`src/rtl/bcd_serial_addsub_ctrl_if.sv`:
```
// Request/response bundle for the serial BCD add/subtract sequencer.
// master drives the request side, slave is the sequencer.
interface bcd_serial_addsub_ctrl_if #(
    parameter int unsigned DIGITS = 4
);
    logic                  start;
    logic                  mode;
    logic                  cin;
    logic [4*DIGITS-1:0]   a;
    logic [4*DIGITS-1:0]   b;
    logic                  busy;
    logic                  done;
    logic [4*DIGITS-1:0]   result;
    logic                  cout;
    logic                  neg;
    logic                  err;

    modport master (
        output start, mode, cin, a, b,
        input  busy, done, result, cout, neg, err
    );

    modport slave (
        input  start, mode, cin, a, b,
        output busy, done, result, cout, neg, err
    );
endinterface

```
`src/rtl/bcd_serial_addsub_ctrl.sv`:
```
// Multi-digit BCD add/subtract using one shared digit step, LSD first, one digit per clock.
// Define BCD_SIGNMAG_EN to turn negative differences into sign + magnitude via a FIX pass.
module bcd_serial_addsub_ctrl #(
    parameter int unsigned DIGITS = 4
) (
    input  logic                     clk,
    input  logic                     rst,
    bcd_serial_addsub_ctrl_if.slave  bus_io
);
    localparam int unsigned IdxW = (DIGITS > 1) ? $clog2(DIGITS) : 1;
    localparam logic [IdxW-1:0] LastIdx = IdxW'(DIGITS - 1);

    typedef logic [DIGITS-1:0][3:0] bcd_t;

    typedef enum logic [2:0] {
        StIdle,
        StCheck,
        StCalc,
`ifdef BCD_SIGNMAG_EN
        StFix,
`endif
        StDone
    } state_e;

    state_e          state_q, state_d;
    bcd_t            a_q, a_d, b_q, b_d, r_q, r_d;
    logic            mode_q, mode_d;
    logic            carry_q, carry_d;
    logic [IdxW-1:0] idx_q, idx_d;
    logic            chk_q, chk_d;
    logic            bad_q, bad_d;
    bcd_t            result_q;
    logic            cout_q, neg_q, err_q;

    logic            load_out;
    bcd_t            ld_result;
    logic            ld_cout, ld_neg, ld_err;

    logic            in_fix;
    logic            bad_digit;
    logic            step_sub, step_carry;
    logic [3:0]      step_a, step_b, step_bt, step_digit;
    logic [4:0]      step_sum, step_adj;

`ifdef BCD_SIGNMAG_EN
    assign in_fix = (state_q == StFix);
`else
    assign in_fix = 1'b0;
`endif

    always_comb begin
        bad_digit = 1'b0;
        for (int unsigned i = 0; i < DIGITS; i++) begin
            if (a_q[i] > 4'd9 || b_q[i] > 4'd9) begin
                bad_digit = 1'b1;
            end
        end
    end

    // Shared digit step: FIX reuses it as 0 - R to recover the magnitude.
    always_comb begin
        step_sub = mode_q | in_fix;
        step_a   = in_fix ? 4'd0 : a_q[idx_q];
        step_b   = in_fix ? r_q[idx_q] : b_q[idx_q];
        step_bt  = step_sub ? (4'd9 - step_b) : step_b;
        step_sum = {1'b0, step_a} + {1'b0, step_bt} + {4'd0, carry_q};
        step_adj = step_sum + 5'd6;
        if (step_sum > 5'd9) begin
            step_digit = step_adj[3:0];
            step_carry = 1'b1;
        end else begin
            step_digit = step_sum[3:0];
            step_carry = 1'b0;
        end
    end

    always_comb begin
        state_d   = state_q;
        a_d       = a_q;
        b_d       = b_q;
        r_d       = r_q;
        mode_d    = mode_q;
        carry_d   = carry_q;
        idx_d     = idx_q;
        chk_d     = chk_q;
        bad_d     = bad_q;
        load_out  = 1'b0;
        ld_result = '0;
        ld_cout   = 1'b0;
        ld_neg    = 1'b0;
        ld_err    = 1'b0;

        unique case (state_q)
            StIdle: begin
                if (bus_io.start) begin
                    a_d     = bus_io.a;
                    b_d     = bus_io.b;
                    mode_d  = bus_io.mode;
                    carry_d = bus_io.mode | bus_io.cin;
                    idx_d   = '0;
                    chk_d   = 1'b0;
                    state_d = StCheck;
                end
            end
            StCheck: begin
                // Digit-compare verdict is registered before it steers the FSM.
                if (!chk_q) begin
                    bad_d = bad_digit;
                    chk_d = 1'b1;
                end else if (bad_q) begin
                    state_d  = StDone;
                    load_out = 1'b1;
                    ld_err   = 1'b1;
                end else begin
                    state_d = StCalc;
                end
            end
            StCalc: begin
                r_d[idx_q] = step_digit;
                carry_d    = step_carry;
                idx_d      = idx_q + 1'b1;
                if (idx_q == LastIdx) begin
                    idx_d = '0;
`ifdef BCD_SIGNMAG_EN
                    if (mode_q && !step_carry) begin
                        state_d = StFix;
                        carry_d = 1'b1;
                    end else begin
                        state_d   = StDone;
                        load_out  = 1'b1;
                        ld_result = r_d;
                        ld_cout   = step_carry;
                        ld_neg    = 1'b0;
                    end
`else
                    state_d   = StDone;
                    load_out  = 1'b1;
                    ld_result = r_d;
                    ld_cout   = step_carry;
                    ld_neg    = mode_q & ~step_carry;
`endif
                end
            end
`ifdef BCD_SIGNMAG_EN
            StFix: begin
                r_d[idx_q] = step_digit;
                carry_d    = step_carry;
                idx_d      = idx_q + 1'b1;
                if (idx_q == LastIdx) begin
                    // FIX is only reached on a negative difference: cout=0, neg=1.
                    idx_d     = '0;
                    state_d   = StDone;
                    load_out  = 1'b1;
                    ld_result = r_d;
                    ld_cout   = 1'b0;
                    ld_neg    = 1'b1;
                end
            end
`endif
            StDone: begin
                state_d = StIdle;
            end
            default: begin
                state_d = StIdle;
            end
        endcase
    end

    always_ff @(posedge clk) begin
        if (rst) begin
            state_q  <= StIdle;
            a_q      <= '0;
            b_q      <= '0;
            r_q      <= '0;
            mode_q   <= 1'b0;
            carry_q  <= 1'b0;
            idx_q    <= '0;
            chk_q    <= 1'b0;
            bad_q    <= 1'b0;
            result_q <= '0;
            cout_q   <= 1'b0;
            neg_q    <= 1'b0;
            err_q    <= 1'b0;
        end else begin
            state_q <= state_d;
            a_q     <= a_d;
            b_q     <= b_d;
            r_q     <= r_d;
            mode_q  <= mode_d;
            carry_q <= carry_d;
            idx_q   <= idx_d;
            chk_q   <= chk_d;
            bad_q   <= bad_d;
            if (load_out) begin
                result_q <= ld_result;
                cout_q   <= ld_cout;
                neg_q    <= ld_neg;
                err_q    <= ld_err;
            end
        end
    end

    assign bus_io.busy   = (state_q != StIdle) && (state_q != StDone);
    assign bus_io.done   = (state_q == StDone);
    assign bus_io.result = result_q;
    assign bus_io.cout   = cout_q;
    assign bus_io.neg    = neg_q;
    assign bus_io.err    = err_q;
endmodule
```
`src/flat_wrapper.sv`:
```
// flat-port wrapper written by rule: the top's interface ports become plain ports
module bcd_serial_addsub_ctrl_flat 
#(
    parameter int unsigned DIGITS = 4
)
  (clk, rst, bus_io_start, bus_io_mode, bus_io_cin, bus_io_a, bus_io_b, bus_io_busy, bus_io_done, bus_io_result, bus_io_cout, bus_io_neg, bus_io_err);
  bcd_serial_addsub_ctrl_if #(.DIGITS(DIGITS)) bus_io_i ();
  input  logic clk;
  input  logic rst;
  input wire logic [$bits(bus_io_i.start)-1:0] bus_io_start;
  input wire logic [$bits(bus_io_i.mode)-1:0] bus_io_mode;
  input wire logic [$bits(bus_io_i.cin)-1:0] bus_io_cin;
  input wire logic [$bits(bus_io_i.a)-1:0] bus_io_a;
  input wire logic [$bits(bus_io_i.b)-1:0] bus_io_b;
  output wire logic [$bits(bus_io_i.busy)-1:0] bus_io_busy;
  output wire logic [$bits(bus_io_i.done)-1:0] bus_io_done;
  output wire logic [$bits(bus_io_i.result)-1:0] bus_io_result;
  output wire logic [$bits(bus_io_i.cout)-1:0] bus_io_cout;
  output wire logic [$bits(bus_io_i.neg)-1:0] bus_io_neg;
  output wire logic [$bits(bus_io_i.err)-1:0] bus_io_err;
  assign bus_io_i.start = bus_io_start;
  assign bus_io_i.mode = bus_io_mode;
  assign bus_io_i.cin = bus_io_cin;
  assign bus_io_i.a = bus_io_a;
  assign bus_io_i.b = bus_io_b;
  assign bus_io_busy = bus_io_i.busy;
  assign bus_io_done = bus_io_i.done;
  assign bus_io_result = bus_io_i.result;
  assign bus_io_cout = bus_io_i.cout;
  assign bus_io_neg = bus_io_i.neg;
  assign bus_io_err = bus_io_i.err;
  bcd_serial_addsub_ctrl #(.DIGITS(DIGITS)) u_core (.clk(clk), .rst(rst), .bus_io(bus_io_i));
endmodule
```
`config.mk`:
```
export PLATFORM = sky130hd
export DESIGN_NAME = bcd_serial_addsub_ctrl_flat
export DESIGN_NICKNAME = d
export VERILOG_FILES = /design/src/rtl/bcd_serial_addsub_ctrl_if.sv /design/src/rtl/bcd_serial_addsub_ctrl.sv /design/src/flat_wrapper.sv
export SDC_FILE = /design/constraint.sdc
export NUM_CORES = 1
export LEC_CHECK = 0
export BUFFER_PORTS_ARGS = -buffer_cell sky130_fd_sc_hd__buf_2
export CAP_MARGIN = 5
export CORE_UTILIZATION = 55
export DETAILED_ROUTE_END_ITERATION = 12
export PLACE_DENSITY = 0.86
export RECOVER_POWER = 25
export SETUP_SLACK_MARGIN = 0.2
export SYNTH_ARGS = -nofsm -noshare
export SYNTH_HDL_FRONTEND = slang
export SYNTH_SLANG_ARGS = --single-unit
```
`constraint.sdc`:
```
create_clock -name clk -period 4.6 [get_ports clk]
set_input_delay 0.69 -clock clk [delete_from_list [all_inputs] [get_ports clk]]
set_output_delay 0.69 -clock clk [all_outputs]
set_load 0.01 [all_outputs]
```
# After elaboration in Yosys (flattened, before gate mapping)
# Cells that the tools add are included.
# word_totals
register_bits,76
in_bits,37
output_inout_bits,21
word_cells,105
# classes
add_sub_neg,5
n_lt_le_gt_ge,11
n_eq_ne,8
mux,37
bitwise_logic,4
n_reduce_logical,15
# op_table
op,n
$gt 4x4->1 const B,8
$mux 16,2
$mux 4,5
$bmux 4 s2,2
$bwmux 16,1
$mux 1,16
$mux 3,3
$pmux 3 s3,1
$demux 4 s2,1
$reduce_and 2->1,4
$eq 3x2->1 const B,2
$pmux 1 s2,3
$add 4x4->5,1
$add 5x1->5,1
$gt 5x4->1 const B,1
$add 4x3->4 const B,1
$logic_or 1x1->1,4
$mux 2,2
$ne 2x1->1 const B,2
$pmux 2 s2,1
$reduce_bool 2->1,2
$sub 4x4->4 const A,1
$eq 3x1->1 const B,1
$logic_not 3->1,1
12 further kinds,14

# Logic depth before layout (Yosys ltp)
# logic_depth
depth_word,12
mapped_depth,14
ltp_nobuf,13

# Worst setup path after synthesis
# OpenSTA, ideal clock, no wires.
# synth_path
path_kind,register to register
startpoint,register u_core.idx_q[0]
endpoint,register u_core.r_q[10] (netlist bit)
t_arrival_ns,4.024
t_required_ns,4.513
setup_slack_ns,0.489
path_stages_with_launch,15
n_path_buf,2
synth_period_minus_slack_ns,4.111
path_cell_list,dfxtp_1 buf_1 mux4_2 xnor2_1 fa_1 inv_1 fa_1 inv_1 clkbuf_1 ha_1 nand2_1 a21boi_2 a31oi_4 mux2_4 o31ai_1
# synth_between
elab_chain_len,9
# synth_lines
item,line,source
from (decl),bcd_serial_addsub_ctrl.sv:29,"logic [IdxW-1:0] idx_q, idx_d;"
from (signal assigned),bcd_serial_addsub_ctrl.sv:191,idx_q <= idx_d;
$bmux 4 s2,bcd_serial_addsub_ctrl.sv:64,step_b = in_fix ? r_q[idx_q] : b_q[idx_q];
$mux 4 (implied by the code),bcd_serial_addsub_ctrl.sv:64,
$sub 4x4->4,bcd_serial_addsub_ctrl.sv:65,step_bt = step_sub ? (4'd9 - step_b) : step_b;
$mux 4,bcd_serial_addsub_ctrl.sv:65,
$add 4x4->5,bcd_serial_addsub_ctrl.sv:66,"step_sum = {1'b0, step_a} + {1'b0, step_bt} + {4'd0, carry_q};"
$add 5x1->5,bcd_serial_addsub_ctrl.sv:66,
$add 4x3->4 or $gt 5x4->1 (tied branches),"bcd_serial_addsub_ctrl.sv:67, bcd_serial_addsub_ctrl.sv:68",
$mux 4,bcd_serial_addsub_ctrl.sv:68,if (step_sum > 5'd9) begin
$bwmux 16 (*),bcd_serial_addsub_ctrl.sv:119,r_d[idx_q] = step_digit;
to (signal assigned),bcd_serial_addsub_ctrl.sv:188,r_q <= r_d;
to (decl),bcd_serial_addsub_ctrl.sv:26,"bcd_t a_q, a_d, b_q, b_d, r_q, r_d;"
# Every way passes the cells marked *; elsewhere a longest branch is shown, timed or not. The select of a mux whose other input is x is not followed.
# A chain may end at the register's enable or synchronous reset.

# Worst setup path in the final report
# layout_path
startpoint,register u_core.idx_q[0]
endpoint,register u_core.r_q[6] (netlist bit)
# Same word-level chain as after synthesis.

==> flow_summary.json <==
{
  "status": "finished with violations",
  "violations": "capacitance limit, slew limit",
  "muxShareOfSynthArea_pct": 7.24,
  "p_leak_nw": 1.46,
  "dp_hpwl_mm": 5.52,
  "r2r_start": "u_core.idx_q[0]",
  "synth-simple-area-share_pct": 17.9,
  "htree_levels": 3,
  "synth-compound-area-share_pct": 21.0,
  "synthAdderAreaFrac_pct": 6.35,
  "cts_buffer_depth": 2,
  "ys.flop_type": "dfxtp_1",
  "hold_depth": 2,
  "synth.cell_area_um2": 3390,
  "synth_warnings": 0,
  "overflow": 0,
  "max_freq_ghz": 0.247,
  "clock_latency_ns": 0.35,
  "report.final.slew_viol_count": 34,
  "path_max_fanout": 13,
  "hold_viol": 0,
  "min_period_over_period_pct": 88.2,
  "worst_pin_slew_ns": 1.55,
  "vdd_drop_max_v": 0.000291,
  "finClkSkew_ns": 0.00758,
  "final_common_cell": "nand2_1",
  "crit_arrival_ns": 4.32,
  "gp_congestion": 0.804,
  "path_class": "reg2reg",
  "rsz0062_at_grt": "no",
  "cts-root-buf": "clkbuf_8",
  "rows": 28,
  "grt_max_degree": 36,
  "worstRegToRegCells": 12,
  "n_fill_cell": 482,
  "drive_above_1_share_pct": 15.7,
  "synth_top_family_by_area": "compound AO/OA/AOI/OAI gates",
  "cts_num_sinks": 71,
  "relSlewSlack_pct": -3.62,
  "cp_cell_sequence": "mux4_2 -> xnor2_1 -> fa_1 -> inv_1 -> fa_1 -> inv_1 -> ha_1 -> nand2_1 -> a21boi_2 -> a31oi_4 -> mux2_4 -> o31ai_1",
  "crit_required_ns": 4.87,
  "r2r_end": "u_core.r_q[6]",
  "remaining_drc_errors": 0,
  "num_antenna_cells": 0,
  "initial_core_util_pct": 57.2,
  "synth_edf_count": 0,
  "synth_xor_xnor_area_share_pct": 0.776,
  "die_x_um": 80.5,
  "drtAntennaViolNets": 0,
  "critPathSlowestCell": "mux4_2",
  "antenna_found_initial": 0,
  "area_growth_pct": 14.1,
  "synth-seq-cells": 71,
  "async_flop_share_pct": 0,
  "p_total_w": 0.00213,
  "synth_top_area_share_pct": 42.0,
  "min_to": "u_core.bus_io.result[4]",
  "synth.area.top_cells": "dfxtp_1, nand2_1, a21oi_1, mux4_2, ha_1",
  "via_count": 3007,
  "synth_area_leader_cell": "dfxtp_1",
  "regToRegSetupSlack_ns": 0.54,
  "layout.nets": 494,
  "fin_tns_setup_ns": 0,
  "powerDensity_nw_per_um2": 551,
  "period_needed_ns": 4.06,
  "critPathMaxStageDelay_ns": 0.56,
  "pre_cts_ws_ns": 0.342,
  "fin_cells": 521,
  "routed_wl_mm": 7.68,
  "grt_pass1_wl_mm": 12.5,
  "final_cell_mix": "nand2_1, dfxtp_1, a21oi_1, buf_2, nor2_1",
  "finalSetupViolations": 0,
  "clk_pin_slew_ns": 0.08,
  "fin_ws_ns": 0.544,
  "syn_area_per_cell_um2": 8.49,
  "grt_usage_pct": 25.7,
  "core_um2": 5920,
  "synth_nets": 452,
  "drt_iter0_drc": 202,
  "cap_viol_max_count": 1,
  "endpoint_kind": "register",
  "ioPinCount": 58,
  "tritoncts": "yes",
  "wl_per_cell_um": 14.7,
  "cts_buffers": 9,
  "die_area_um2": 6480,
  "hp-class": "reg2reg",
  "vias_per_cell": 5.77,
  "grt_pass1_vias": 2705,
  "drtPass1Iterations": 4,
  "syn_inst": 399,
  "ys_seq_area_share_pct": 42.0,
  "critPathLaunchType": "register",
  "die_h_um": 80.5,
  "yosysUniqueCellTypes": 47,
  "worstHoldStart": "u_core.bus_io.result[4]",
  "port_buffers": 57,
  "place_inst": 505
}
==> area by class of cell <==
| class | instances | area [µm²] | share of cell area (%) |
|---|---|---|---|
| inverters | 14 | 52.6 | 1.36 |
| well taps | 75 | 93.8 | 2.43 |
| clock buffers | 11 | 141 | 3.66 |
| clock inverters | 5 | 81.3 | 2.10 |
| flip-flops and latches | 71 | 1420 | 36.8 |
| repair buffers | 58 | 268 | 6.93 |
| multi-input cells | 287 | 1800 | 46.7 |
==> layer usage <==
layer | routed length (µm) | global-route usage, % | vias up
met4 | 155 | 10.2 | 0
met2 | 3800 | 43.1 | 109
met1 | 3240 | 29.7 | 1403
li1 | - | - | 1475
met5 | 0 | 0 | -
met3 | 482 | 8.98 | 20
==> logic make-up (layout without fill, tap and decap cells) <==
logic type | count (synthesis) | in the layout
AOI/OAI and AO/OA | 110 | 110
xor gates and xnor gates | 3 | 3
adders and majority gates | 16 | 16
buffers and inverters | 41 | 88
DFF | 71 | 71
muxes | 14 | 14
and+or+nand+nor | 144 | 144
==> repair_timing <==
item,CTS,global route
setup endpoints to repair,0,7
hold buffers,0,0
setup buffers,0,0
resized for setup,0,1
==> flip-flops by register name, summed over array words and instances (netlist names) <==
| register | count |
|---|---|
| u_core.bus_io.err | 1 |
| u_core.bus_io.result | 16 |
| u_core.chk_q | 1 |
| u_core.idx_q | 2 |
| u_core.mode_q | 1 |
| u_core.bad_q | 1 |
| u_core.b_q | 16 |
| u_core.bus_io.neg | 1 |
| u_core.state_q | 2 |
| u_core.r_q | 12 |
| u_core.carry_q | 1 |
| u_core.bus_io.cout | 1 |
| u_core.a_q | 16 |
==> stage by stage <==
stage / util [%] / hold slack (ns) / cell area, µm²
after floorplan: - / 0.433 / 3390
after global placement: 61.9 / 0.438 / 3660
after detailed placement: 61.9 / 0.442 / 3660
after CTS: 65.7 / 0.452 / 3890
after global routing: 65.3 / 0.474 / 3860
final: 65.3 / 0.450 / 3860
==> critical path: cells and delay by family (launching register included) <==
kind / cells / cell delay, ns
simple gates: 1 / 0.10
flops: 1 / 0.54
mux: 2 / 0.93
fa+ha+maj: 3 / 1.16
buf+inv: 2 / 0.34
compound gates: 3 / 0.71
xor+xnor: 1 / 0.16
==> cell usage after synthesis, types with 5 or more instances <==
| cell | count |
|---|---|
| a21oi_1 | 54 |
| a32oi_1 | 5 |
| clkbuf_1 | 24 |
| dfxtp_1 | 71 |
| ha_1 | 14 |
| inv_1 | 14 |
| mux2i_1 | 5 |
| mux4_2 | 8 |
| nand2_1 | 95 |
| nand3_1 | 11 |
| nor2_1 | 22 |
| o21ai_0 | 15 |
==> power by group <==
group	switching (W)	internal, W
logic	0.000507	0.000297
clock network	0.000235	0.000320
registers	0.0000719	0.000697
==> worst max-delay path by stage <==
stage	from	endpoint	slack (ns)
2_1_floorplan	u_core.idx_q[0]	u_core.r_q[10]	0.49
3_3_place_gp	u_core.idx_q[0]	u_core.r_q[10]	0.57
3_5_place_dp	u_core.idx_q[0]	u_core.r_q[6]	0.34
4_1_cts	u_core.idx_q[0]	u_core.r_q[6]	0.33
5_1_grt	u_core.idx_q[0]	u_core.r_q[10]	0.33
6_report	u_core.idx_q[0]	u_core.r_q[6]	0.54
No activity file was read; power rests on OpenSTA's default activity.
